## src/rtl/cmd_rx_auth.sv

```systemverilog
// Rider-command receiver: 8N1 UART receive path feeding a small authorization
// FSM that turns 'G'/'S' command bytes into the pwr_up enable for the balancer.
module cmd_rx_auth #(
  parameter int          BAUD_DIV = 2604,
  parameter logic [7:0]  GO_CMD   = 8'h47,
  parameter logic [7:0]  STOP_CMD = 8'h53
) (
  input  logic       clk,
  input  logic       rst_n,
  input  logic       RX,
  input  logic       rider_off,
  output logic [7:0] rx_data,
  output logic       rx_rdy,
  output logic       frm_err,
  output logic       pwr_up
);

  localparam int CW = $clog2(BAUD_DIV) + 1;
  localparam logic [CW-1:0] HALF_BIT = CW'(BAUD_DIV / 2);
  // Counting down to zero inclusive, so reload one less to keep a full bit period.
  localparam logic [CW-1:0] FULL_BIT = CW'(BAUD_DIV - 1);

  typedef enum logic [1:0] {IDLE, START, DATA, STOP} rx_state_t;
  typedef enum logic [1:0] {OFF, PWR1, PWR2} auth_state_t;

  logic rx_meta, rx_sync, rx_prev;
  logic start_edge;

  rx_state_t   rx_st, rx_nxt;
  auth_state_t auth_st, auth_nxt;

  logic [CW-1:0] baud_cnt, baud_nxt;
  logic [3:0]    bit_cnt, bit_nxt;
  logic [7:0]    shift, shift_nxt;
  logic [7:0]    data_nxt;
  logic          rdy_nxt, err_nxt;
  logic          baud_zero;
  logic          got_go, got_stop;

  // Synchronizer flops preset high so reset release never looks like a start edge.
  always_ff @(posedge clk or negedge rst_n) begin
    if (!rst_n) begin
      rx_meta <= 1'b1;
      rx_sync <= 1'b1;
      rx_prev <= 1'b1;
    end else begin
      rx_meta <= RX;
      rx_sync <= rx_meta;
      rx_prev <= rx_sync;
    end
  end

  assign start_edge = rx_prev & ~rx_sync;
  assign baud_zero  = (baud_cnt == '0);

  always_ff @(posedge clk or negedge rst_n) begin
    if (!rst_n) begin
      rx_st    <= IDLE;
      baud_cnt <= '0;
      bit_cnt  <= '0;
      shift    <= '0;
      rx_data  <= '0;
      rx_rdy   <= 1'b0;
      frm_err  <= 1'b0;
    end else begin
      rx_st    <= rx_nxt;
      baud_cnt <= baud_nxt;
      bit_cnt  <= bit_nxt;
      shift    <= shift_nxt;
      rx_data  <= data_nxt;
      rx_rdy   <= rdy_nxt;
      frm_err  <= err_nxt;
    end
  end

  always_comb begin
    rx_nxt    = rx_st;
    baud_nxt  = baud_cnt;
    bit_nxt   = bit_cnt;
    shift_nxt = shift;
    data_nxt  = rx_data;
    rdy_nxt   = 1'b0;
    err_nxt   = 1'b0;
    case (rx_st)
      IDLE: begin
        if (start_edge) begin
          rx_nxt   = START;
          baud_nxt = HALF_BIT;
        end
      end
      START: begin
        if (!baud_zero) begin
          baud_nxt = baud_cnt - CW'(1);
        end else if (rx_sync) begin
          rx_nxt = IDLE;
        end else begin
          rx_nxt   = DATA;
          baud_nxt = FULL_BIT;
          bit_nxt  = '0;
        end
      end
      DATA: begin
        if (!baud_zero) begin
          baud_nxt = baud_cnt - CW'(1);
        end else begin
          shift_nxt = {rx_sync, shift[7:1]};
          baud_nxt  = FULL_BIT;
          bit_nxt   = bit_cnt + 4'd1;
          if (bit_cnt == 4'd7) rx_nxt = STOP;
        end
      end
      STOP: begin
        // Returning to IDLE mid stop bit leaves room for a back-to-back start edge.
        if (!baud_zero) begin
          baud_nxt = baud_cnt - CW'(1);
        end else begin
          rx_nxt = IDLE;
          if (rx_sync) begin
            data_nxt = shift;
            rdy_nxt  = 1'b1;
          end else begin
            err_nxt = 1'b1;
          end
        end
      end
      default: rx_nxt = IDLE;
    endcase
  end

  assign got_go   = rx_rdy && (rx_data == GO_CMD);
  assign got_stop = rx_rdy && (rx_data == STOP_CMD);

  always_ff @(posedge clk or negedge rst_n) begin
    if (!rst_n) begin
      auth_st <= OFF;
      pwr_up  <= 1'b0;
    end else begin
      auth_st <= auth_nxt;
      pwr_up  <= (auth_nxt != OFF);
    end
  end

  // PWR2 keeps power up after a stop request until the rider actually leaves.
  always_comb begin
    auth_nxt = auth_st;
    case (auth_st)
      OFF:  if (got_go) auth_nxt = PWR1;
      PWR1: if (got_stop) auth_nxt = rider_off ? OFF : PWR2;
      PWR2: begin
        if (got_go)         auth_nxt = PWR1;
        else if (rider_off) auth_nxt = OFF;
      end
      default: auth_nxt = OFF;
    endcase
  end

endmodule
```

## config.mk

```make
export PLATFORM = sky130hd
export DESIGN_NAME = cmd_rx_auth
export DESIGN_NICKNAME = d
export VERILOG_FILES = /design/src/rtl/cmd_rx_auth.sv
export SDC_FILE = /design/constraint.sdc
export NUM_CORES = 1
export LEC_CHECK = 0
export ABC_AREA = 1
export BUFFER_PORTS_ARGS = -buffer_cell sky130_fd_sc_hd__buf_4
export CAP_MARGIN = 10
export CORE_MARGIN = 2
export CORE_UTILIZATION = 37
export CTS_CLUSTER_DIAMETER = 50
export CTS_CLUSTER_SIZE = 10
export DETAILED_ROUTE_END_ITERATION = 8
export RECOVER_POWER = 100
export SYNTH_ARGS = -nofsm -noshare
export SYNTH_HDL_FRONTEND = slang
export SYNTH_SLANG_ARGS = --single-unit
```

## constraint.sdc

```tcl
create_clock -name clk -period 3.53 [get_ports clk]
set_clock_uncertainty 0.15 [all_clocks]
set_input_delay 0.1765 -clock clk [delete_from_list [all_inputs] [get_ports clk]]
set_output_delay 0.1765 -clock clk [all_outputs]
set_load 0.01 [all_outputs]
```

==> results_dict.tcl <==
set metrics [dict create \
    arrival_ps 2590 \
    cts_resized 0 \
    cts_setup_buffers 0 \
    synth_top_cell_by_area "dfrtp_1" \
    end_kind "flop" \
    r2r_cells 9 \
    hpwl_um 3230 \
    rows 29 \
    num_vias 1780 \
    p_leak_uw 0.00121 \
    track_usage_pct 14.2 \
    wirelength_um 4560 \
    dpl-instance-area_sq_mm 0.00253 \
    synthesis.area_sq_mm 0.00234 \
    wl_per_cell_um 12.2 \
    ys_seq_area_share_pct 46.1 \
    drc 0 \
    criticalPathCategory "reg2reg" \
    fillers 672 \
    slew_headroom_pct 61.7 \
    ys_warn_count 0 \
    cts_hold_buf 3 \
    grt_max_degree 44 \
    register_area_sq_mm 0.00108 \
    ys_ff_latch 43 \
    final_layout_size_suffix_gt1_share_pct 10.8 \
    multi_input_area_sq_mm 0.00103 \
    io_buffers 14 \
    reg2reg_from "baud_cnt[0]$_DFFE_PN0P_" \
    core_area_sq_mm 0.00624 \
    vdd_drop_max_v 0.000244 \
    holdPathEnd "rx_sync$_DFF_PN1_" \
    startpoint_type "flop" \
    cts.clk_slew.worst_paths_ps 80 \
    ys_types 32 \
    grt_pass1_wl_um 8150 \
    clock_latency_ps 300 \
    synth_cells 275 \
    synth_nets 287 \
    gp_congestion 0.840 \
    grt_pass1_vias 1716 \
    rrSetupSlack_ps 980 \
    antenna_left 0 \
    synth_top_area_share_pct 42.7 \
    crit_fanout 8 \
    grt_setup_unrepaired "no" \
    cts.sinks 43 \
    num_antenna_cells 0 \
    max_cap_violations 0 \
    vias_per_cell 4.76 \
    syn2layout_area_growth_pct 8.54 \
    die_h_um 83.6 \
    min_period_ps 2550 \
    root_buffer "clkbuf_8" \
    start_util_pct 37.6 \
    antenna_found_initial 0 \
    fin_setup_tns_ps 0 \
    fin_area_sq_mm 0.00254 \
    timing.fmax_mhz 392 \
    fin_crit_sh_pct 72.2 \
    powerDensity_mw_per_mm2 607 \
    tightestPinTransition_ps 572 \
    status "completed" \
    cts_buffer_depth 2 \
    dr.pass1.iters 4 \
    drt_iter0_drc 84 \
    cts_made_buffers 5 \
    holdCritStartpoint "rx_meta$_DFF_PN1_" \
    synth.area.top_cells "dfrtp_1 43%, nand2_1 13%, inv_1 5.0%, ha_1 4.3%, nand3_1 3.4%" \
    worstPathRequired_ps 3570 \
    min_path_cells 0 \
    regToRegEndpoint "baud_cnt[10]$_DFFE_PN0P_" \
    nets 308 \
    cts_tree "yes" \
    hp-class "reg2reg" \
    die-area_sq_mm 0.00699 \
    io_pins 15 \
    grt_overflow 0 \
    die_w_um 83.6 \
    finalSetupViolations 0 \
    syn_area_per_cell_sq_um 8.53 \
    final-hold-violation-count 0 \
    h-tree-depth 2 \
    drv_slew 0 \
    holdWs_ps 221 \
]
stage by stage:
step / worst slack (ps) / total power [uW] / utilization (%) / cells
finish: 981 / 1550 / 40.8 / 374
global route: 790 / 1670 / 40.8 / 374
CTS: 1640 / 1610 / 42.8 / 374
detailed placement: 1650 / 1210 / 40.5 / 363
global placement: 1670 / 1200 / 40.5 / 363
floorplan: 1820 / 1080 / - / 275
layout make-up:
class | instances | area share (%)
clock buffers | 5 | 2.70
clock inverters | 3 | 1.72
inverters | 34 | 5.01
multi-input cells | 195 | 40.7
flip-flops and latches | 43 | 42.4
well taps | 77 | 3.79
repair buffers | 17 | 3.69
cell usage after synthesis, drive strengths merged:
| cell | number |
|---|---|
| dfrtp | 40 |
| nand3b | 4 |
| o22ai | 1 |
| ha | 8 |
| inv | 34 |
| o21ai | 25 |
| clkbuf | 1 |
| xor2 | 5 |
| mux2i | 1 |
| buf | 2 |
| nand4 | 6 |
| o21a | 2 |
| nand3 | 19 |
| nand2 | 85 |
| a21oi | 6 |
| nor3b | 1 |
| nor3 | 5 |
| nor2 | 27 |
| dfstp | 3 |
cell usage in the layout (no fill, tap or decap):
cell type	instances
nand4_1	5
dfstp_1	1
buf_4	2
nand3_2	1
nand3b_1	4
nor3b_1	1
o21ai_0	24
nand2_2	3
o22ai_1	1
clkinv_4	1
clkbuf_1	11
nor3_1	5
nand3_1	18
clkinv_2	1
dfstp_2	2
mux2i_1	1
ha_1	8
nor2_4	2
dlygate4sd3_1	3
xor2_1	5
nor2_8	1
inv_2	3
nor2_2	3
nand2_1	81
nand2_4	1
bufinv_16	1
a21oi_2	4
a21oi_1	2
nor2_1	21
clkbuf_4	1
dfrtp_1	40
o21ai_1	1
clkbuf_8	5
inv_1	31
nand4_4	1
o21a_1	2
worst max path at each step:
| stage | from | slack (ps) | depth (start not counted) | endpoint |
|---|---|---|---|---|
| floorplan | baud_cnt[0]$_DFFE_PN0P_ | 1820 | 8 | rx_data[4]$_DFFE_PN0P_ |
| global placement | baud_cnt[0]$_DFFE_PN0P_ | 1670 | 9 | baud_cnt[12]$_DFFE_PN0P_ |
| detailed placement | baud_cnt[0]$_DFFE_PN0P_ | 1650 | 9 | baud_cnt[10]$_DFFE_PN0P_ |
| CTS | baud_cnt[0]$_DFFE_PN0P_ | 1640 | 9 | baud_cnt[10]$_DFFE_PN0P_ |
| global route | baud_cnt[0]$_DFFE_PN0P_ | 790 | 9 | baud_cnt[10]$_DFFE_PN0P_ |
| finish | baud_cnt[0]$_DFFE_PN0P_ | 980 | 9 | baud_cnt[10]$_DFFE_PN0P_ |
routing by layer:
metal  routed length (um)  global-route usage, %  vias up
li1                     -                      -      918
met1                 2370                   20.8      835
met2                 2010                   21.2       23
met3                  141                   3.26        4
met4                   37                   3.96        0
met5                    0                      0        -
worst max-delay path, cell delays in order, from the launching register on:
cell,delay [ps]
dfrtp_1,380
inv_1,160
ha_1,200
nand2_1,60
nor2_1,460
nand3_1,390
nand2_1,370
inv_2,120
nor2_1,140
a21oi_2,40
state kept, by name, summed over array words and instances, names as in the netlist, named ones only:
name,cells
auth_st,2
frm_err,1
pwr_up,1
rx_data,8
rx_meta,1
baud_cnt,13
rx_sync,1
rx_prev,1
rx_st,1
shift,8
rx_rdy,1
bit_cnt,4
cell families (layout without fill, tap and decap cells):
family | after synthesis | in the layout | synth area share, %
multiplexers | 1 | 1 | 0.427
AO/OA/AOI/OAI | 34 | 34 | 9.44
adder cells (fa/ha/maj) | 8 | 8 | 4.27
AND/OR/NAND/NOR | 147 | 147 | 31.8
buffers and inverters | 37 | 59 | 6.14
XOR/XNOR | 5 | 5 | 1.87
flip-flops | 43 | 43 | 46.1
report_power, final:
part           leakage [uW]  total, uW  internal, uW  switching (uW)
clock             0.0000581        390           211             180
combinational      0.000584        550           184             366
sequential         0.000570        605           544            61.5
total               0.00121       1550           939             607
Power figures use the tool's default switching activity.
